==> config.mk <==
export PLATFORM = sky130hd
export DESIGN_NAME = multicycle_controller
export DESIGN_NICKNAME = d
export VERILOG_FILES = /design/src/rtl/ctrl_pkg.sv /design/src/rtl/cond_check.sv /design/src/rtl/multicycle_controller.sv
export SDC_FILE = /design/constraint.sdc
export NUM_CORES = 1
export LEC_CHECK = 0
export CAP_MARGIN = 0
export CORE_ASPECT_RATIO = 1.4
export CORE_UTILIZATION = 36
export DETAILED_ROUTE_END_ITERATION = 7
export PLACE_DENSITY = 0.76
export SYNTH_ARGS = -nofsm -noshare
export SYNTH_HDL_FRONTEND = slang
export SYNTH_SLANG_ARGS = --single-unit
==> constraint.sdc <==
create_clock -name clk -period 2 [get_ports clk]
set_clock_uncertainty 0.2 [all_clocks]
set_input_delay 0.4 -clock clk [delete_from_list [all_inputs] [get_ports clk]]
set_output_delay 0.4 -clock clk [all_outputs]
set_load 0.02 [all_outputs]
==> src/rtl/ctrl_pkg.sv <==
// Shared definitions for the multicycle controller: FSM states, ALU and mux encodings.
// Latency: n/a (definitions only).
// Backpressure: n/a.
//
// Contents:
//   state_t           - controller FSM states
//   ALU_*             - ALUControl encodings driven to the datapath ALU
//   RES_*, IMM_*      - ResultSrc / ImmSrc mux encodings
//   SRCB_*            - ALUSrcB mux encodings
//   OP_*, CMD_*       - instruction field values decoded by the controller
//   dp_alu_control()  - data-processing cmd -> ALUControl
//   dp_sets_cv()      - whether a data-processing cmd may update C and V
package ctrl_pkg;

    typedef enum logic [3:0] {
        S_FETCH  = 4'd0,
        S_DECODE = 4'd1,
        S_MEMADR = 4'd2,
        S_MEMRD  = 4'd3,
        S_MEMWB  = 4'd4,
        S_MEMWR  = 4'd5,
        S_EXECR  = 4'd6,
        S_EXECI  = 4'd7,
        S_ALUWB  = 4'd8,
        S_BRANCH = 4'd9
    } state_t;

    // ALUControl encodings
    localparam logic [3:0] ALU_ADD = 4'b0011;
    localparam logic [3:0] ALU_SUB = 4'b0100;
    localparam logic [3:0] ALU_AND = 4'b0000;
    localparam logic [3:0] ALU_ORR = 4'b0001;

    // ResultSrc: 00 registered ALU result, 01 memory read data, 10 raw ALU output
    localparam logic [1:0] RES_ALUOUT = 2'b00;
    localparam logic [1:0] RES_DATA   = 2'b01;
    localparam logic [1:0] RES_ALU    = 2'b10;

    // ImmSrc: 00 8-bit data-processing immediate, 01 12-bit offset, 10 24-bit branch
    localparam logic [1:0] IMM_DP  = 2'b00;
    localparam logic [1:0] IMM_MEM = 2'b01;
    localparam logic [1:0] IMM_BR  = 2'b10;

    // ALUSrcB: 00 register, 01 extended immediate, 10 constant four
    localparam logic [1:0] SRCB_REG  = 2'b00;
    localparam logic [1:0] SRCB_IMM  = 2'b01;
    localparam logic [1:0] SRCB_FOUR = 2'b10;

    // RegSrc used by stores to read the data register through the Rd field
    localparam logic [1:0] REGSRC_STR = 2'b10;

    // op field
    localparam logic [1:0] OP_DP  = 2'b00;
    localparam logic [1:0] OP_MEM = 2'b01;
    localparam logic [1:0] OP_BR  = 2'b10;

    // data-processing cmd field (funct[4:1])
    localparam logic [3:0] CMD_ADD = 4'b0100;
    localparam logic [3:0] CMD_SUB = 4'b0010;
    localparam logic [3:0] CMD_AND = 4'b0000;
    localparam logic [3:0] CMD_ORR = 4'b1100;
    localparam logic [3:0] CMD_CMP = 4'b1010;

    // Unknown commands fall back to ADD so the datapath always does something defined.
    function automatic logic [3:0] dp_alu_control(input logic [3:0] cmd);
        logic [3:0] ctl;
        case (cmd)
            CMD_ADD: ctl = ALU_ADD;
            CMD_SUB: ctl = ALU_SUB;
            CMD_CMP: ctl = ALU_SUB;
            CMD_AND: ctl = ALU_AND;
            CMD_ORR: ctl = ALU_ORR;
            default: ctl = ALU_ADD;
        endcase
        return ctl;
    endfunction

    // Carry and overflow are only meaningful for the arithmetic operations.
    function automatic logic dp_sets_cv(input logic [3:0] cmd);
        logic [3:0] ctl;
        ctl = dp_alu_control(cmd);
        return (ctl == ALU_ADD) || (ctl == ALU_SUB);
    endfunction

endpackage

==> src/rtl/cond_check.sv <==
// ARM condition-code evaluation of cond against the registered NZCV flags.
// Latency: combinational, 0 cycles.
// Backpressure: none.
//
// Ports:
//   cond   [3:0] - condition field of the current instruction
//   Flags  [3:0] - registered flags, {N, Z, C, V}
//   CondEx       - 1 when the instruction should take effect
module cond_check
    import ctrl_pkg::*;
(
    input  logic [3:0] cond,
    input  logic [3:0] Flags,
    output logic       CondEx
);

    logic n, z, c, v;
    logic ge;

    assign n  = Flags[3];
    assign z  = Flags[2];
    assign c  = Flags[1];
    assign v  = Flags[0];
    assign ge = (n == v);

    always_comb begin
        CondEx = 1'b0;
        case (cond)
            4'b0000: CondEx = z;              // EQ
            4'b0001: CondEx = ~z;             // NE
            4'b0010: CondEx = c;              // CS/HS
            4'b0011: CondEx = ~c;             // CC/LO
            4'b0100: CondEx = n;              // MI
            4'b0101: CondEx = ~n;             // PL
            4'b0110: CondEx = v;              // VS
            4'b0111: CondEx = ~v;             // VC
            4'b1000: CondEx = c & ~z;         // HI
            4'b1001: CondEx = ~c | z;         // LS
            4'b1010: CondEx = ge;             // GE
            4'b1011: CondEx = ~ge;            // LT
            4'b1100: CondEx = ~z & ge;        // GT
            4'b1101: CondEx = z | ~ge;        // LE
            4'b1110: CondEx = 1'b1;           // AL
            default: CondEx = 1'b0;           // 1111 never executes
        endcase
    end

endmodule

==> src/rtl/multicycle_controller.sv <==
// Moore-FSM controller for a multicycle ARM-subset datapath, plus the NZCV flag register.
// Latency: data-processing 4 cycles, LDR 5, STR 4, B 3, op=11 2 (FETCH..last state).
// Backpressure: none; advances one state per clock, reset forces FETCH asynchronously.
//
// Ports:
//   clk, reset (async, active low)
//   Instr[11:0] = {cond, op, funct}, Rd[3:0], ALUFlags[3:0] = NZCV from the ALU
//   PCWrite, AdrSrc, MemWrite, IRWrite, RegWrite, ALUSrcA  - enables / 1-bit selects
//   ResultSrc, ALUSrcB, ImmSrc, RegSrc                     - 2-bit selects
//   ALUControl[3:0], Flags[3:0] (registered NZCV)
module multicycle_controller
    import ctrl_pkg::*;
(
    input  logic        clk,
    input  logic        reset,
    input  logic [11:0] Instr,
    input  logic [3:0]  Rd,
    input  logic [3:0]  ALUFlags,
    output logic        PCWrite,
    output logic        AdrSrc,
    output logic        MemWrite,
    output logic        IRWrite,
    output logic        RegWrite,
    output logic        ALUSrcA,
    output logic [1:0]  ResultSrc,
    output logic [1:0]  ALUSrcB,
    output logic [1:0]  ImmSrc,
    output logic [1:0]  RegSrc,
    output logic [3:0]  ALUControl,
    output logic [3:0]  Flags
);

    state_t      state;
    state_t      next_state;
    logic [3:0]  flags_q;
    logic        cond_ex;
    logic        flag_wr;
    logic        pc_is_rd;

    logic [1:0]  op;
    logic [5:0]  funct;
    logic [3:0]  cmd;

    assign op       = Instr[7:6];
    assign funct    = Instr[5:0];
    assign cmd      = funct[4:1];
    assign pc_is_rd = (Rd == 4'b1111);
    assign Flags    = flags_q;

    cond_check u_cond_check (
        .cond   (Instr[11:8]),
        .Flags  (flags_q),
        .CondEx (cond_ex)
    );

    // ------------------------------------------------------------------
    // State register
    // ------------------------------------------------------------------
    always_ff @(posedge clk or negedge reset) begin
        if (!reset) begin
            state <= S_FETCH;
        end else begin
            state <= next_state;
        end
    end

    // ------------------------------------------------------------------
    // Flag register: written as the execute state completes, for S-suffixed
    // instructions that pass their condition. Logical ops keep C and V.
    // ------------------------------------------------------------------
    assign flag_wr = ((state == S_EXECR) || (state == S_EXECI)) && funct[0] && cond_ex;

    always_ff @(posedge clk or negedge reset) begin
        if (!reset) begin
            flags_q <= 4'b0000;
        end else if (flag_wr) begin
            flags_q[3:2] <= ALUFlags[3:2];
            if (dp_sets_cv(cmd)) begin
                flags_q[1:0] <= ALUFlags[1:0];
            end
        end
    end

    // ------------------------------------------------------------------
    // Next-state logic
    // ------------------------------------------------------------------
    always_comb begin
        next_state = S_FETCH;
        case (state)
            S_FETCH:  next_state = S_DECODE;
            S_DECODE: begin
                case (op)
                    OP_MEM:  next_state = S_MEMADR;
                    OP_DP:   next_state = funct[5] ? S_EXECI : S_EXECR;
                    OP_BR:   next_state = S_BRANCH;
                    default: next_state = S_FETCH;   // op=11 is a no-op
                endcase
            end
            S_MEMADR: next_state = funct[0] ? S_MEMRD : S_MEMWR;
            S_MEMRD:  next_state = S_MEMWB;
            S_EXECR:  next_state = S_ALUWB;
            S_EXECI:  next_state = S_ALUWB;
            default:  next_state = S_FETCH;          // MEMWB, MEMWR, ALUWB, BRANCH
        endcase
    end

    // ------------------------------------------------------------------
    // Output logic (Moore, with write enables qualified by CondEx)
    // ------------------------------------------------------------------
    always_comb begin
        PCWrite    = 1'b0;
        AdrSrc     = 1'b0;
        MemWrite   = 1'b0;
        IRWrite    = 1'b0;
        RegWrite   = 1'b0;
        ALUSrcA    = 1'b0;
        ResultSrc  = RES_ALUOUT;
        ALUSrcB    = SRCB_REG;
        ImmSrc     = IMM_DP;
        RegSrc     = 2'b00;
        ALUControl = ALU_AND;

        case (state)
            S_FETCH: begin
                // PC + 4 goes straight back to the PC while the IR loads
                IRWrite    = 1'b1;
                PCWrite    = 1'b1;
                ALUSrcA    = 1'b1;
                ALUSrcB    = SRCB_FOUR;
                ALUControl = ALU_ADD;
                ResultSrc  = RES_ALU;
            end
            S_DECODE: begin
                // PC + 8 is formed so that reads of R15 see the ARM-visible PC
                ALUSrcA    = 1'b1;
                ALUSrcB    = SRCB_FOUR;
                ALUControl = ALU_ADD;
                ResultSrc  = RES_ALU;
            end
            S_MEMADR: begin
                // funct[3] is the U bit: add or subtract the offset
                ALUSrcB    = SRCB_IMM;
                ImmSrc     = IMM_MEM;
                ALUControl = funct[3] ? ALU_ADD : ALU_SUB;
            end
            S_MEMRD: begin
                AdrSrc = 1'b1;
            end
            S_MEMWB: begin
                ResultSrc = RES_DATA;
                RegWrite  = cond_ex;
                PCWrite   = cond_ex & pc_is_rd;
            end
            S_MEMWR: begin
                AdrSrc   = 1'b1;
                MemWrite = cond_ex;
                RegSrc   = REGSRC_STR;
            end
            S_EXECR: begin
                ALUSrcB    = SRCB_REG;
                ALUControl = dp_alu_control(cmd);
            end
            S_EXECI: begin
                ALUSrcB    = SRCB_IMM;
                ImmSrc     = IMM_DP;
                ALUControl = dp_alu_control(cmd);
            end
            S_ALUWB: begin
                // CMP only sets flags; it never writes a destination register
                ResultSrc = RES_ALUOUT;
                RegWrite  = cond_ex & (cmd != CMD_CMP);
                PCWrite   = cond_ex & pc_is_rd;
            end
            S_BRANCH: begin
                ALUSrcB    = SRCB_IMM;
                ImmSrc     = IMM_BR;
                ALUControl = ALU_ADD;
                ResultSrc  = RES_ALU;
                PCWrite    = cond_ex;
            end
            default: begin
            end
        endcase

        // Reset forces FETCH immediately; its architectural writes must not
        // fire until reset is released.
        if (!reset) begin
            PCWrite  = 1'b0;
            IRWrite  = 1'b0;
            MemWrite = 1'b0;
            RegWrite = 1'b0;
        end
    end

endmodule

==> results of run 1 <==
[area by class of cell]
class                   instances  area [µm²]  area share (%)
repair buffers                 99         901            44.2
well taps                      22        27.5            1.35
clock buffers                   4        26.3            1.29
inverters                       3        13.8           0.675
flip-flops and latches          8         206            10.1
multi-input cells              92         863            42.4
[flip-flops by register name, summed over array words and instances (netlist names)]
register,count
Flags,4
state,4
[metrics by stage]
stage          std cells  setup TNS [ns]  hold slack [ns]  instance area [µm²]  setup slack (ns)
2_1_floorplan        112          -0.666          -0.0956                  932            -0.260
3_3_place_gp         205           -9.49            0.307                 1590             -1.16
3_5_place_dp         205          -10.05            0.338                 1590             -1.22
4_1_cts              223           -4.15           0.0911                 1840            -0.587
5_1_grt              228           -5.37            0.125                 2040            -0.680
6_report             228           -4.63           0.0888                 2040            -0.577
[critical path, stage by stage]
cell and delay [ns]:
sky130_fd_sc_hd__clkdlybuf4s15_1 0.25, sky130_fd_sc_hd__buf_4 0.20, sky130_fd_sc_hd__buf_4 0.15, sky130_fd_sc_hd__a211oi_4 0.24
sky130_fd_sc_hd__o22ai_4 0.12, sky130_fd_sc_hd__nor3_4 0.25, sky130_fd_sc_hd__and3b_2 0.24, sky130_fd_sc_hd__buf_6 0.13
[path summary, 6_finish.rpt]
check | from | endpoint | cells after the start
min reg2reg | Flags[2] | Flags[2] | 1
min | reset | Flags[2] | 2
max reg2reg | Flags[3] | Flags[2] | 10
min in group clk | Flags[2] | Flags[2] | 1
max | Instr[10] | MemWrite | 8
max in group asynchronous | reset | state[1] | 2
[power breakdown]
group	internal, W	switching [W]	total (W)
clock	0.0000765	0.0000582	0.000135
sequential	0.000235	0.0000910	0.000326
combinational	0.00125	0.00114	0.00239
total	0.00156	0.00129	0.00285
[cell families after synthesis]
logic type | count (synthesis) | share of synthesized area [%]
other | 1 | 0.422
flip-flops | 8 | 22.5
AND/OR/NAND/NOR | 49 | 30.0
XOR/XNOR | 5 | 4.92
buffers and inverters | 12 | 8.16
AO/OA/AOI/OAI | 28 | 24.3
multiplexers | 8 | 9.70
[routing by layer]
metal / part of all wire, % / vias up / global-route usage (%)
met3: 8.7 / 22 / 8.04
met1: 36 / 630 / 27.3
met5: 0 / - / 0
met4: 4.2 / 0 / 13.0
met2: 51 / 98 / 56.1
li1: - / 585 / -
[cells in the final DEF, fill, tap and decap left out, types with 2 or more instances in the layout]
master                            netlist  final
sky130_fd_sc_hd__buf_4                  3     40
sky130_fd_sc_hd__nor2_2                 0      3
sky130_fd_sc_hd__xnor2_1                4      2
sky130_fd_sc_hd__clkbuf_4               0      3
sky130_fd_sc_hd__a31oi_1                4      3
sky130_fd_sc_hd__buf_2                  1      3
sky130_fd_sc_hd__dlygate4sd2_1          0      9
sky130_fd_sc_hd__o21ai_0                6      4
sky130_fd_sc_hd__nor2_4                 0      5
sky130_fd_sc_hd__nand2b_4               0      5
sky130_fd_sc_hd__a21o_1                 2      2
sky130_fd_sc_hd__conb_1                 1      2
sky130_fd_sc_hd__nor3_1                 5      4
sky130_fd_sc_hd__clkdlybuf4s50_1        0     13
sky130_fd_sc_hd__buf_6                  2     31
sky130_fd_sc_hd__dfrtp_1                8      3
sky130_fd_sc_hd__a21oi_1                6      4
sky130_fd_sc_hd__a21oi_2                0      2
sky130_fd_sc_hd__dfrtp_2                0      5
sky130_fd_sc_hd__inv_1                  3      2
sky130_fd_sc_hd__mux2i_1                3      3
sky130_fd_sc_hd__mux2_4                 0      4
sky130_fd_sc_hd__xnor2_4                0      2
sky130_fd_sc_hd__nand3_1                3      3
sky130_fd_sc_hd__nand2_1                7      6
sky130_fd_sc_hd__nor2_1                17      9
sky130_fd_sc_hd__and3b_2                1      2
[what timing repair did]
item / 4_1_cts / 5_1_grt
hold buffers: 0 / 0
setup endpoints to repair: 23 / 21
gates cloned: 0 / 0
pin swaps: 12 / 12
buffers inserted: 14 / 6
resized for setup: 130 / 43
hold endpoints to repair: 0 / 0
==> flow_summary.rst, run 1 <==
.. list-table::
   :header-rows: 1

   * - Metric
     - Value
   * - Outcome
     - complete, but fails checks
   * - Violations in the final reports
     - DRC, setup timing
   * - Gr usage total
     - 28.9%
   * - Share of the clock period used by the worst path
     - 129%
   * - Fraction of registers with async set/reset
     - 100%
   * - Maximum net fanout on the critical path
     - 6
   * - Worst-case clock buffer depth
     - 2
   * - Initial standard-cell utilization of the core
     - around 40%
   * - Max frequency
     - 388 MHz
   * - Biggest area consumer among synthesized cells
     - sky130_fd_sc_hd__dfrtp_1
   * - Count of pins over their slew limit
     - 0
   * - Aggregate routed wire length
     - 4760 µm
   * - Signed area change from the synthesized netlist to the final layout
     - 129%
   * - P per Cell Area
     - roughly 1400 mW/mm²
   * - Half-perimeter wire length of the detailed placement result
     - 2260 µm
   * - Worst Slack Setup Final
     - -0.577 ns
   * - Cell leakage power
     - 0.978 nW
   * - Maximum ir drop on the vdd rail
     - 1070 µV
   * - Number of distinct library cells after synthesis
     - 43
   * - Part of the Yosys area used for sequential elements
     - 22.5%
   * - Count of antenna diodes in the layout
     - 0
   * - Horizontal extent of the die
     - around 44 µm
   * - Hold Fails Final Rpt
     - 0
   * - Global route total overflow
     - 0
   * - Number of filler instances in the final layout
     - 96
   * - Clk sinks
     - 8
   * - Pre-antenna DRT Iters
     - 6
   * - Final critical delay including setup and external delays
     - 2.58 ns
   * - Average footprint of a synthesized cell
     - approximately 8.0 µm²
   * - Core area
     - 0.00225 mm²
   * - Fraction of synthesized cell area taken by the top area cell type
     - 22.5%
   * - WP data required
     - 1.40 ns
   * - Layout cell share with drive strength beyond 1
     - 61.2%
   * - Number of DRC markers after the initial detailed-route iteration
     - 84
   * - Latest clock arrival within the worst-skew pair
     - around 0.26 ns
   * - Largest net degree at the start of global routing
     - 12
   * - Maximum Capacitance Violations
     - 0
   * - DRC
     - 7
   * - Total of flip-flops plus latches after synthesis
     - 8
   * - Post-DRT Antenna Nets
     - 0
   * - Number of I/O pins
     - 44
   * - Hold/Removal Path Class
     - in -> async
   * - Number of placement rows
     - 20
   * - List of most frequent post-synthesis cells
     - sky130_fd_sc_hd__nor2_1 (17), sky130_fd_sc_hd__dfrtp_1 (8), sky130_fd_sc_hd__nand2_1 (7)
   * - Register-to-register setup slack
     - -0.49 ns
   * - Htree depth
     - 1
   * - Via count of the first global-routing pass
     - 1282
   * - Number of buffers created by CTS
     - 3
   * - Placer congestion estimate
     - 0.859
   * - Post-synth EDFFs
     - 0
   * - Routed length per instance
     - 20.9 µm
   * - Utilization of the core after routing
     - 90.5%
   * - Most used DFF post-synth
     - sky130_fd_sc_hd__dfrtp_1
   * - Most frequent cell after synthesis
     - sky130_fd_sc_hd__nor2_1
   * - Unrepaired setup endpoints after global routing
     - yes
   * - Critical Path AT
     - a little under 2 ns
   * - Syn Inst Count
     - 111
   * - Setup Crit Path Kind
     - in -> out
   * - Layout Nets
     - 229
   * - Initial antenna violation count
     - 0
   * - Yosys synthesis warning count
     - 0
   * - Number of setup violations in the final report
     - 17
   * - Cell at the root of the clock tree
     - sky130_fd_sc_hd__clkbuf_4
   * - First-pass GRT wire length
     - 5700 µm
   * - DIE HEIGHT
     - 60.8 µm
   * - Vias after detailed routing
     - 1335
   * - Cell area after synthesis
     - between 800 and 900 µm²
   * - Clock slew seen by the registers of the worst setup and hold paths
     - ~0.060 ns
   * - CTS tree
     - built
   * - Startpoint types
     - input pin
   * - Area contributors post-synth
     - sky130_fd_sc_hd__dfrtp_1 (23%), sky130_fd_sc_hd__nor2_1 (7.2%), sky130_fd_sc_hd__xnor2_1 (3.9%)
   * - Count of input and output buffers
     - 41
   * - Die Outline Area
     - about 0.0027 mm²
   * - Power consumption
     - 0.00285 W
   * - Vias/cell
     - between 5 and 6
   * - Sort of element at the end of the critical path
     - output port
Power figures use the tool's default switching activity.
==> run 2: changes to the inputs <==
--- a/config.mk
+++ b/config.mk
@@ -7,9 +7,12 @@
 export LEC_CHECK = 0
 export CAP_MARGIN = 0
 export CORE_ASPECT_RATIO = 1.4
+export CORE_MARGIN = 4
 export CORE_UTILIZATION = 36
 export DETAILED_ROUTE_END_ITERATION = 7
+export GPL_TIMING_DRIVEN = 0
 export PLACE_DENSITY = 0.76
+export SLEW_MARGIN = 20
 export SYNTH_ARGS = -nofsm -noshare
 export SYNTH_HDL_FRONTEND = slang
 export SYNTH_SLANG_ARGS = --single-unit
==> run 2 against run 1 <==
Compared with the run above: utilization fell by 21 points; the run ends with setup timing left; fmax rose by 2.0%; clock power is 4% lower.
==> flow_summary.rst, run 2 (synthesized netlist as in run 1, its figures left out) <==
.. list-table::
   :header-rows: 1

   * - Metric
     - Value
   * - Signed area change from the synthesized netlist to the final layout
     - 87.1%
   * - Hold buffers post-CTS
     - 0 (unchanged)
   * - Count of antenna diodes in the layout
     - 0 (unchanged)
   * - Routed length per instance
     - 14.5 µm (-30%)
   * - Hold/Removal Path Class
     - in -> async
   * - Number of placement rows
     - 21 (+5.0%)
   * - Vias after detailed routing
     - 1052 (-21%)
   * - DIE HEIGHT
     - 66.8 µm (+9.9%)
   * - Register-to-register setup slack
     - -0.22 ns (+0.27 ns)
   * - Via count of the first global-routing pass
     - 988 (-23%)
   * - DRC
     - 0 (-7)
   * - Worst-case clock buffer depth
     - 2 (unchanged)
   * - Pre-antenna DRT Iters
     - 6 (unchanged)
   * - Instance count on the critical path
     - 6 (-2)
   * - Critical Path AT
     - 1.93 ns (-0.05 ns)
   * - Gr usage total
     - 16.8% (-12 points)
   * - Startpoint types
     - flop
   * - Number of I/O pins
     - 44 (unchanged)
   * - Slowest cell on the critical path
     - sky130_fd_sc_hd__dfrtp_2
   * - Worst hold slack after final layout
     - 0.0103 ns (-0.0785 ns)
   * - Sort of element at the end of the critical path
     - output port
   * - CTS tree
     - built
   * - Post-DRT Antenna Nets
     - 0 (unchanged)
   * - Unrepaired setup endpoints after global routing
     - yes
   * - Number of setup violations in the final report
     - 11 (-6)
   * - Outcome
     - complete, but fails checks
   * - Count of cells along the worst register-to-register path
     - 6 (-4)
   * - Placer congestion estimate
     - 0.816 (-5.1%)
   * - Delay of the slowest critical-path stage
     - 0.46 ns (+0.21 ns)
   * - Layout Nets
     - 193 (-16%)
   * - Max frequency
     - 396 MHz (+2.0%)
   * - Cell leakage power
     - 0.771 nW (-21%)
   * - Violations in the final reports
     - setup timing
   * - Family with the most delay on the worst path
     - simple AND/OR/NAND/NOR gates
   * - Critical path endpoint
     - MemWrite
   * - Capture instance of the worst register-to-register path
     - Flags[3]
   * - Number of buffers and inverters on the critical path
     - 1 (-3)
   * - Count of input and output buffers
     - 39 (-4.9%)
   * - Half-perimeter wire length of the detailed placement result
     - 1920 µm (-15%)
   * - WP data required
     - 1.40 ns (about the same)
   * - Maximum ir drop on the vdd rail
     - 784 µV (-27%)
   * - Most common library cell in the layout ignoring fill and taps
     - sky130_fd_sc_hd__buf_4
   * - Share of the clock period used by the worst path
     - 126% (-2.6 points)
   * - Maximum net fanout on the critical path
     - 7 (+1)
   * - First-pass GRT wire length
     - 4480 µm (-21%)
   * - Aggregate routed wire length
     - 2970 µm (-38%)
   * - Cell at the root of the clock tree
     - sky130_fd_sc_hd__clkbuf_4
   * - Origin of the critical flop-to-flop path
     - Flags[3]
   * - Final critical delay including setup and external delays
     - 2.53 ns (-0.0511 ns)
   * - Core area
     - 0.00239 mm² (+6.2%)
   * - Htree depth
     - 1 (unchanged)
   * - Largest net degree at the start of global routing
     - 13 (+1)
   * - Vias/cell
     - 5.16 (-12%)
   * - P per Cell Area
     - 1240 mW/mm² (-11%)
   * - Setup crit start
     - Flags[3]
   * - Die Outline Area
     - 0.00334 mm² (+25%)
   * - Layout cell share with drive strength beyond 1
     - 52.9% (-8.2 points)
   * - Crit path cell chain
     - or3b_1 > a21bo_1 > o22ai_4 > nor3_4 > and3b_2 > buf_6
   * - Latest clock arrival within the worst-skew pair
     - 0.25 ns (about the same)
   * - Number of buffers created by CTS
     - 3 (unchanged)
   * - Global route total overflow
     - 0 (unchanged)
   * - Power consumption
     - 0.00207 W (-28%)
   * - Commonest non-fill, non-tap cells in the layout
     - sky130_fd_sc_hd__buf_4 (17), sky130_fd_sc_hd__clkdlybuf4s50_1 (13), sky130_fd_sc_hd__nor2_1 (12), sky130_fd_sc_hd__buf_6 (12)
   * - Maximum Capacitance Violations
     - 0 (unchanged)
   * - Count of pins over their slew limit
     - 0 (unchanged)
   * - Horizontal extent of the die
     - 50.0 µm (+14%)
   * - Clock slew seen by the registers of the worst setup and hold paths
     - 0.06 ns (about the same)
   * - Clk sinks
     - 8 (unchanged)
   * - Setup Crit Path Kind
     - reg -> out
   * - Initial standard-cell utilization of the core
     - 37.2% (-2.3 points)
   * - Hold Fails Final Rpt
     - 0 (unchanged)
   * - Number of DRC markers after the initial detailed-route iteration
     - 17 (-80%)
   * - Initial antenna violation count
     - 0 (unchanged)
   * - Worst Slack Setup Final
     - -0.526 ns (+0.0511 ns)
## run 2: changes by cell type in the layout (fill, tap and decap cells not counted), moves of 3 or more
cell,change
sky130_fd_sc_hd__buf_4,-23
sky130_fd_sc_hd__dlygate4sd2_1,-5
sky130_fd_sc_hd__nor2_1,+3
sky130_fd_sc_hd__buf_6,-19
sky130_fd_sc_hd__nor2_4,-4
sky130_fd_sc_hd__xnor2_2,+3
sky130_fd_sc_hd__nand2b_4,-3
sky130_fd_sc_hd__buf_2,+4
sky130_fd_sc_hd__nand2b_1,+3
## run 2: how the worst min path moves through the flow
stage                     cells past startpoint     start  endpoint  slack (ns)
final                                         1     reset  state[2]        0.01
after global routing                          1     reset  state[0]        0.02
after CTS                                     1     reset  Flags[3]        0.01
after detailed placement                      1  state[3]  state[3]        0.36
after global placement                        1  state[3]  state[3]        0.35
after floorplan                               0     reset  Flags[0]        -0.1
## run 2: per-layer routing
metal	global-route usage (%)	vias up	wire [µm]
met2	30.2	38	1560
li1	-	514	-
met5	0	-	0
met4	3.46	0	38
met1	19.8	494	1210
met3	4.03	6	160
## run 2: cell type report
| class | instances | area, µm² |
|---|---|---|
| multi-input cells | 92 | 801 |
| fillers | 193 | 727 |
| repair buffers | 57 | 504 |
| flip-flops and latches | 8 | 209 |
| plain buffers | 6 | 67.6 |
| well taps | 34 | 42.5 |
| clock buffers | 4 | 26.3 |
| inverters | 3 | 13.8 |
## run 2: timing repair
| item | 4_1_cts | 5_1_grt |
|---|---|---|
| endpoints found under the hold margin | 0 | 0 |
| setup buffers | 7 | 9 |
| endpoints found under the setup margin | 20 | 20 |
| gates cloned | 1 | 1 |
| pin swaps | 3 | 9 |
| gates resized for setup | 92 | 44 |
## run 2: through the flow
| stage | cell area, µm² | TNS (ns) | std cells | util [%] | setup WS [ns] |
|---|---|---|---|---|---|
| 3_5_place_dp | 1370 | -11.12 | 185 | 57.1 | -1.32 |
| 2_1_floorplan | 932 | -0.666 | 112 | - | -0.260 |
| 6_report | 1660 | -2.49 | 204 | 69.6 | -0.526 |
| 3_3_place_gp | 1370 | -10.95 | 185 | 57.1 | -1.30 |
| 4_1_cts | 1480 | -2.47 | 194 | 62.0 | -0.529 |
| 5_1_grt | 1660 | -3.40 | 204 | 69.6 | -0.638 |
## run 2: where the power goes
group          switching, W  total, W  internal [W]
sequential         0.000126  0.000364      0.000238
combinational      0.000787   0.00158      0.000790
clock             0.0000529  0.000129     0.0000762
total              0.000965   0.00207       0.00110
==> run 3: changes to the inputs <==
--- a/config.mk
+++ b/config.mk
@@ -15,4 +15,5 @@
 export SLEW_MARGIN = 20
 export SYNTH_ARGS = -nofsm -noshare
 export SYNTH_HDL_FRONTEND = slang
+export SYNTH_HIERARCHICAL = 1
 export SYNTH_SLANG_ARGS = --single-unit
==> run 3 against run 2 <==
Compared with the run above: the run still ends with setup timing left; synthesized area shrank 1.5%; largest power group unchanged; via count decreased by 1.0%; combinational power grew 10%; final area is 9.2% lower; global-route usage increased by 0.25 points; sequential power fell by 5%; hold slack better by 0.38 ns; die area down 1.3%; count of clock-buffer cells in the layout stayed put.
==> flow_summary.rst, run 3 <==
.. list-table::
   :header-rows: 1

   * - Metric
     - Value
   * - Outcome
     - complete, but fails checks
   * - Violations in the final reports
     - setup timing
   * - Layout cell share with drive strength beyond 1
     - 45.3% (-7.6 points)
   * - DIE HEIGHT
     - 66.4 µm (-0.68%)
   * - Count of antenna diodes in the layout
     - 0 (unchanged)
   * - Worst Slack Setup Final
     - -0.665 ns (-0.138 ns)
   * - Maximum net fanout on the critical path
     - 6 (-1)
   * - GR Util met3
     - 3.39% (-0.64 points)
   * - Most frequent cell after synthesis
     - sky130_fd_sc_hd__nor2_1
   * - Total of flip-flops plus latches after synthesis
     - 8 (unchanged)
   * - Worst-case clock buffer depth
     - 2 (unchanged)
   * - Part of the Yosys area used for sequential elements
     - 22.9% (+0.35 points)
   * - Adder-Cell Fraction of Synth Area
     - 0% (unchanged)
   * - Most common library cell in the layout ignoring fill and taps
     - sky130_fd_sc_hd__buf_4
   * - Average footprint of a synthesized cell
     - 7.75 µm² (-3.3%)
   * - Share of the clock period used by the worst path
     - 133% (+6.9 points)
   * - Hold/Removal Path Class
     - reg -> reg
   * - Gr usage total
     - 17.0% (+0.25 points)
   * - Family with the most delay on the worst path
     - compound AO/OA/AOI/OAI gates
   * - Post-synthesis share of cell area spent on and, or, nand and nor gates
     - 34.9% (+4.9 points)
   * - Most crowded layer after global routing
     - met2
   * - GR Util met2
     - 34.9% (+4.7 points)
   * - Vias/cell
     - 5.42 (+5.1%)
   * - Complex-gate fraction of the synthesized area
     - 17.9% (-6.5 points)
   * - Htree depth
     - 1 (unchanged)
   * - DRC
     - 0 (unchanged)
   * - Share of synthesized area spent on multiplexers
     - 6.86% (-2.8 points)
   * - Initial standard-cell utilization of the core
     - 38.9% (+1.7 points)
   * - Area taken by multi-input logic gates
     - 716 µm² (-11%)
   * - First-pass GRT wire length
     - 4500 µm (+0.45%)
   * - WP data required
     - 1.40 ns (about the same)
   * - Cell at the root of the clock tree
     - sky130_fd_sc_hd__clkbuf_4
   * - List of most frequent post-synthesis cells
     - sky130_fd_sc_hd__nor2_1 (15), sky130_fd_sc_hd__dfrtp_1 (8), sky130_fd_sc_hd__nor3_1 (8)
   * - Via count of the first global-routing pass
     - 1021 (+3.3%)
   * - Global route total overflow
     - 0 (unchanged)
   * - Global routing met1 resource utilization
     - 17.3% (-2.4 points)
   * - Yosys synthesis warning count
     - 6 (+6)
   * - Cell leakage power
     - 0.686 nW (-11%)
   * - Startpoint types
     - flop
   * - Number of I/O pins
     - 44 (unchanged)
   * - Routed length per instance
     - 15.4 µm (+6.0%)
   * - Post-synth EDFFs
     - 0 (unchanged)
   * - Unrepaired setup endpoints after global routing
     - yes
   * - Aggregate routed wire length
     - 2960 µm (-0.27%)
   * - Dominant combinational cell family by area after synthesis
     - simple AND/OR/NAND/NOR gates
   * - Signed area change from the synthesized netlist to the final layout
     - 72.4%
   * - Slowest cell on the critical path
     - sky130_fd_sc_hd__dfrtp_2
   * - Post-DRT Antenna Nets
     - 0 (unchanged)
   * - CTS tree
     - built
   * - Cell area after synthesis
     - 876 µm² (-1.5%)
   * - Number of placement rows
     - 20 (-4.8%)
   * - Most used DFF post-synth
     - sky130_fd_sc_hd__dfrtp_1
   * - Layout Nets
     - 193 (unchanged)
   * - Final critical delay including setup and external delays
     - 2.66 ns (+0.138 ns)
   * - Clock slew seen by the registers of the worst setup and hold paths
     - 0.06 ns (about the same)
   * - Largest net degree at the start of global routing
     - 13 (unchanged)
   * - XOR/XNOR share of the synthesized area
     - 8.71% (+3.8 points)
   * - Initial antenna violation count
     - 0 (unchanged)
   * - Hold Fails Final Rpt
     - 0 (unchanged)
   * - Fraction of synthesized cell area taken by the top area cell type
     - 22.9% (+0.35 points)
   * - Clk sinks
     - 8 (unchanged)
   * - Biggest area consumer among synthesized cells
     - sky130_fd_sc_hd__dfrtp_1
   * - Maximum Capacitance Violations
     - 0 (unchanged)
   * - Utilization of the core after routing
     - 67.1% (-2.5 points)
   * - Commonest non-fill, non-tap cells in the layout
     - sky130_fd_sc_hd__buf_4 (21), sky130_fd_sc_hd__clkdlybuf4s50_1 (13), sky130_fd_sc_hd__nor2_1 (11), sky130_fd_sc_hd__buf_6 (8), sky130_fd_sc_hd__buf_2 (8)
   * - Number of setup violations in the final report
     - 14 (+3)
   * - Sort of element at the end of the critical path
     - output port
   * - Number of buffers created by CTS
     - 3 (unchanged)
   * - Fraction of registers with async set/reset
     - 100% (unchanged)
   * - Crit path cell chain
     - and3b_2 > a221oi_1 > a211o_1 > a211o_1 > buf_4 > and3_4 > buf_4
   * - Number of buffers and inverters on the critical path
     - 2 (+1)
   * - Count of pins over their slew limit
     - 0 (unchanged)
   * - Maximum ir drop on the vdd rail
     - 949 µV (+21%)
   * - Placer congestion estimate
     - 0.831 (+1.9%)
   * - Reg area
     - 204 µm² (-2.4%)
   * - Delay of the slowest critical-path stage
     - 0.44 ns (-0.02 ns)
   * - Die Outline Area
     - 0.00330 mm² (-1.3%)
   * - Horizontal extent of the die
     - 49.7 µm (-0.65%)
   * - Core area
     - 0.00225 mm² (-5.8%)
   * - Setup Crit Path Kind
     - reg -> out
   * - Syn Inst Count
     - 113 (+1.8%)
   * - Count of input and output buffers
     - 38 (-2.6%)
   * - Number of DRC markers after the initial detailed-route iteration
     - 18 (+1)
   * - Latest clock arrival within the worst-skew pair
     - 0.27 ns (+0.02 ns)
   * - Area contributors post-synth
     - sky130_fd_sc_hd__dfrtp_1 (23%), sky130_fd_sc_hd__nor2_1 (6.4%), sky130_fd_sc_hd__mux2_1 (5.1%)
   * - Half-perimeter wire length of the detailed placement result
     - 2080 µm (+7.9%)
   * - Vias after detailed routing
     - 1041 (-1.0%)
   * - Worst hold slack after final layout
     - 0.390 ns (+0.380 ns)
   * - Pre-antenna DRT Iters
     - 4 (-2)
   * - Critical Path AT
     - 2.06 ns (+0.13 ns)
   * - Max frequency
     - 375 MHz (-5.2%)
   * - Number of filler instances in the final layout
     - 185 (-4.1%)
   * - Number of distinct library cells after synthesis
     - 43 (unchanged)
   * - P per Cell Area
     - 1470 mW/mm² (+19%)
[run 3: cell types whose count changed in the layout (fill, tap and decap cells not counted), sizes merged, moves of 3 or more]
cell          before  now
mux2i              3    0
nor2b              0    4
dlymetal6s2s       3    0
xor2               1    4
o21ai              6    3
nor3               5   10
[run 3: metal layers]
layer / wire (µm) / vias up
met2: 1670 / 36
met3: 167 / 2
met5: 0 / -
met1: 1100 / 498
li1: - / 505
met4: 12 / 0
[run 3: final timing paths]
kind,slack [ns],cells after the start,start,endpoint
min in group asynchronous,0.45,2,reset,Flags[1]
worst min-delay path,0.39,1,Flags[2],Flags[2]
worst max-delay path,-0.66,7,Flags[2],MemWrite
worst min register to register,0.39,1,Flags[2],Flags[2]
worst max register to register,-0.34,8,Flags[2],Flags[0]
max in group asynchronous,0.86,2,reset,Flags[2]
[run 3: repair_timing]
item / 4_1_cts / 5_1_grt
hold buffers: 0 / 1
resized for setup: 106 / 16
hold endpoints to repair: 0 / 8
pin swaps: 9 / 3
cloned: 0 / 1
setup buffers: 7 / 6
endpoints found under the setup margin: 20 / 20
[run 3: where the power goes]
group	switching, W	internal, W
Combinational	0.000901	0.000842
Clock	0.0000621	0.0000767
Sequential	0.000109	0.000237
Total	0.00107	0.00116
[run 3: final cells by class]
class | instances | area share (%)
Multi-Input combinational cell | 93 | 47.4
Clock buffer | 4 | 1.74
Timing Repair Buffer | 53 | 29.2
Sequential cell | 8 | 13.5
Inverter | 3 | 0.746
Buffer | 9 | 5.55
Tap cell | 22 | 1.82
[run 3: per-stage QoR]
step	TNS, ns	instance area (µm²)	worst slack [ns]	std cells	power [W]
CTS	-3.14	1430	-0.648	184	0.00205
global route	-4.47	1510	-0.780	192	0.00238
finish	-3.41	1510	-0.665	192	0.00223
floorplan	-1.10	906	-0.249	114	0.00121
global placement	-11.09	1310	-1.41	174	0.00176
detailed placement	-11.79	1310	-1.48	174	0.00179
[run 3: logic make-up after synthesis]
logic type | count (synthesis)
xor+xnor | 7
flops | 8
buf+inv | 13
simple gates | 55
mux | 5
compound gates | 24
other cells | 1
[run 3: worst reg2reg max path, cell delays in order (launching register included)]
cell and delay [ns]:
sky130_fd_sc_hd__dfrtp_2 0.41, sky130_fd_sc_hd__and3b_2 0.24, sky130_fd_sc_hd__a221oi_1 0.30, sky130_fd_sc_hd__a211o_1 0.15, sky130_fd_sc_hd__a211o_1 0.16, sky130_fd_sc_hd__buf_4 0.15, sky130_fd_sc_hd__nand2_4 0.06, sky130_fd_sc_hd__nor3_4 0.23
sky130_fd_sc_hd__mux2_4 0.32
==> edit, RTL diff (flow settings as in run 3) <==
Encoding of `state_t`: now one-hot (10 bits for 10 states).
--- a/src/rtl/ctrl_pkg.sv
+++ b/src/rtl/ctrl_pkg.sv
@@ -13,15 +13,15 @@
 package ctrl_pkg;
 
-    typedef enum logic [3:0] {
-        S_FETCH  = 4'd0,
-        S_DECODE = 4'd1,
-        S_MEMADR = 4'd2,
-        S_MEMRD  = 4'd3,
-        S_MEMWB  = 4'd4,
-        S_MEMWR  = 4'd5,
-        S_EXECR  = 4'd6,
-        S_EXECI  = 4'd7,
-        S_ALUWB  = 4'd8,
-        S_BRANCH = 4'd9
+    typedef enum logic [9:0] {
+        S_FETCH  = 10'b0000000001,
+        S_DECODE = 10'b0000000010,
+        S_MEMADR = 10'b0000000100,
+        S_MEMRD  = 10'b0000001000,
+        S_MEMWB  = 10'b0000010000,
+        S_MEMWR  = 10'b0000100000,
+        S_EXECR  = 10'b0001000000,
+        S_EXECI  = 10'b0010000000,
+        S_ALUWB  = 10'b0100000000,
+        S_BRANCH = 10'b1000000000
     } state_t;
 
Formal check against the unedited RTL: same outputs for any inputs over 10 cycles, from zero or initial values and one cycle with reset low; not proved beyond that.
==> edit against run 3 <==
The flow still finishes with violations (negative setup slack); synthesized area rose by 27%; wire length rose by 46%; worst setup slack got worse by 0.30 ns; sequential cell count increased by 6; highest routed layer unchanged; design area grew 44%; maximum frequency decreased by 10%; total power up 3.4%; non-clock buffer count grew 25.
==> edit: results <==
export IMPL_ys_top_cells_by_area="dfrtp_1 (29%), nor3_1 (5.4%), nor2_1 (5.1%), mux2_2 (4.0%), a21oi_1 (3.1%)"
export IMPL_power_leakage_nw=1.04
export IMPL_synth_cell_types=47
export IMPL_crit_path_max_fanout=5
export IMPL_grt_pass1_vias=1357
export IMPL_critPathMaxStageDelay_ns=0.44
export IMPL_hold_start="Flags[1]"
export IMPL_root_buffer="clkbuf_8"
export IMPL_gp_congestion=0.818
export IMPL_largest_reg_flops=10
export IMPL_hp_class="flip-flop to flip-flop"
export IMPL_grtUsageTotal_pct=20.8
export IMPL_cts_resized=114
export IMPL_insertion_delay_ns=0.25
export IMPL_status="finished with violations"
export IMPL_finalSetupViolations=27
export IMPL_grt_pass1_wl_um=6090
export IMPL_routed_wl_met3_um=249
export IMPL_routed_wl_um=4330
export IMPL_postCtsSetupRepairBufs=31
export IMPL_cts_clk_slew_worst_paths_ns=0.06
export IMPL_setup_slack_ns=-0.970
export IMPL_htree_levels=1
export IMPL_synthArstFlopShare_pct=100
export IMPL_wl_met1_um=1490
export IMPL_violations="negative setup slack"
export IMPL_crit_path_start="Flags[2]"
export IMPL_synth_top_cells_by_count="nor2_1 (15), dfrtp_1 (13), nor3_1 (12)"
export IMPL_worst_pin_slew_ns=0.748
export IMPL_yosysTopAreaCell="dfrtp_1"
export IMPL_n_fill_cell=208
export IMPL_placed_cell_area_um2=1660
export IMPL_route_met2_wl_um=2420
export IMPL_via_per_inst=5.44
export IMPL_final_layout_size_suffix_gt1_share_pct=57.3
export IMPL_nets=241
export IMPL_hpwl_um=2530
export IMPL_yosysSeqAreaShare_pct=31.6
export IMPL_antenna_found_initial=0
export IMPL_port_buffers=39
export IMPL_ir_drop_mv=1.16
export IMPL_grt_max_degree=18
export IMPL_drt_iter0_drc=20
export IMPL_antenna_cells=0
==> edit: layout make-up <==
type | count | area [um^2] | area share, %
Sequential cell | 14 | 359 | 16.5
Clock buffer | 4 | 45.0 | 2.07
Tap cell | 37 | 46.3 | 2.12
Inverter | 9 | 41.3 | 1.89
Multi-Input combinational cell | 104 | 886 | 40.6
Timing Repair Buffer | 83 | 768 | 35.2
Buffer | 4 | 35.0 | 1.61
==> edit: cells by family after synthesis <==
kind of cell    Yosys count  synth area share (%)
compound gates           23                  14.2
xor+xnor                  7                  6.19
buf+inv                  17                  6.63
flops                    14                  31.6
mux                       6                  6.30
other cells               1                 0.337
simple gates             66                  34.8
==> edit: worst paths after layout <==
path,to,slack (ns),cells past startpoint
max reg2reg,Flags[0],-0.60,10
min in group asynchronous,state[2],0.39,1
min,Flags[1],0.37,1
max,PCWrite,-0.97,9
max in group asynchronous,Flags[0],0.68,1
min reg2reg,Flags[1],0.37,1
==> edit: where the power goes <==
part	internal, W	switching [W]	total, W
registers	0.000349	0.0000829	0.000431
clock network	0.000141	0.000100	0.000241
logic	0.000857	0.000773	0.00163
==> edit: stage by stage <==
stage / cells / setup TNS, ns / worst slack, ns / hold slack, ns / total power (W)
final: 255 / -14.37 / -0.970 / 0.371 / 0.00230
after CTS: 243 / -13.56 / -0.891 / 0.371 / 0.00211
after global placement: 211 / -21.26 / -1.65 / 0.358 / 0.00160
after detailed placement: 211 / -22.21 / -1.70 / 0.357 / 0.00163
after global routing: 255 / -15.97 / -1.04 / 0.385 / 0.00242
after floorplan: 135 / -7.11 / -0.514 / -0.0956 / 0.00118
==> edit: metal layers <==
layer / GRT usage, % / vias up
li1: - / 647
met1: 20.4 / 674
met2: 38.7 / 53
met3: 3.65 / 13
met4: 11.4 / 0
met5: 0 / -
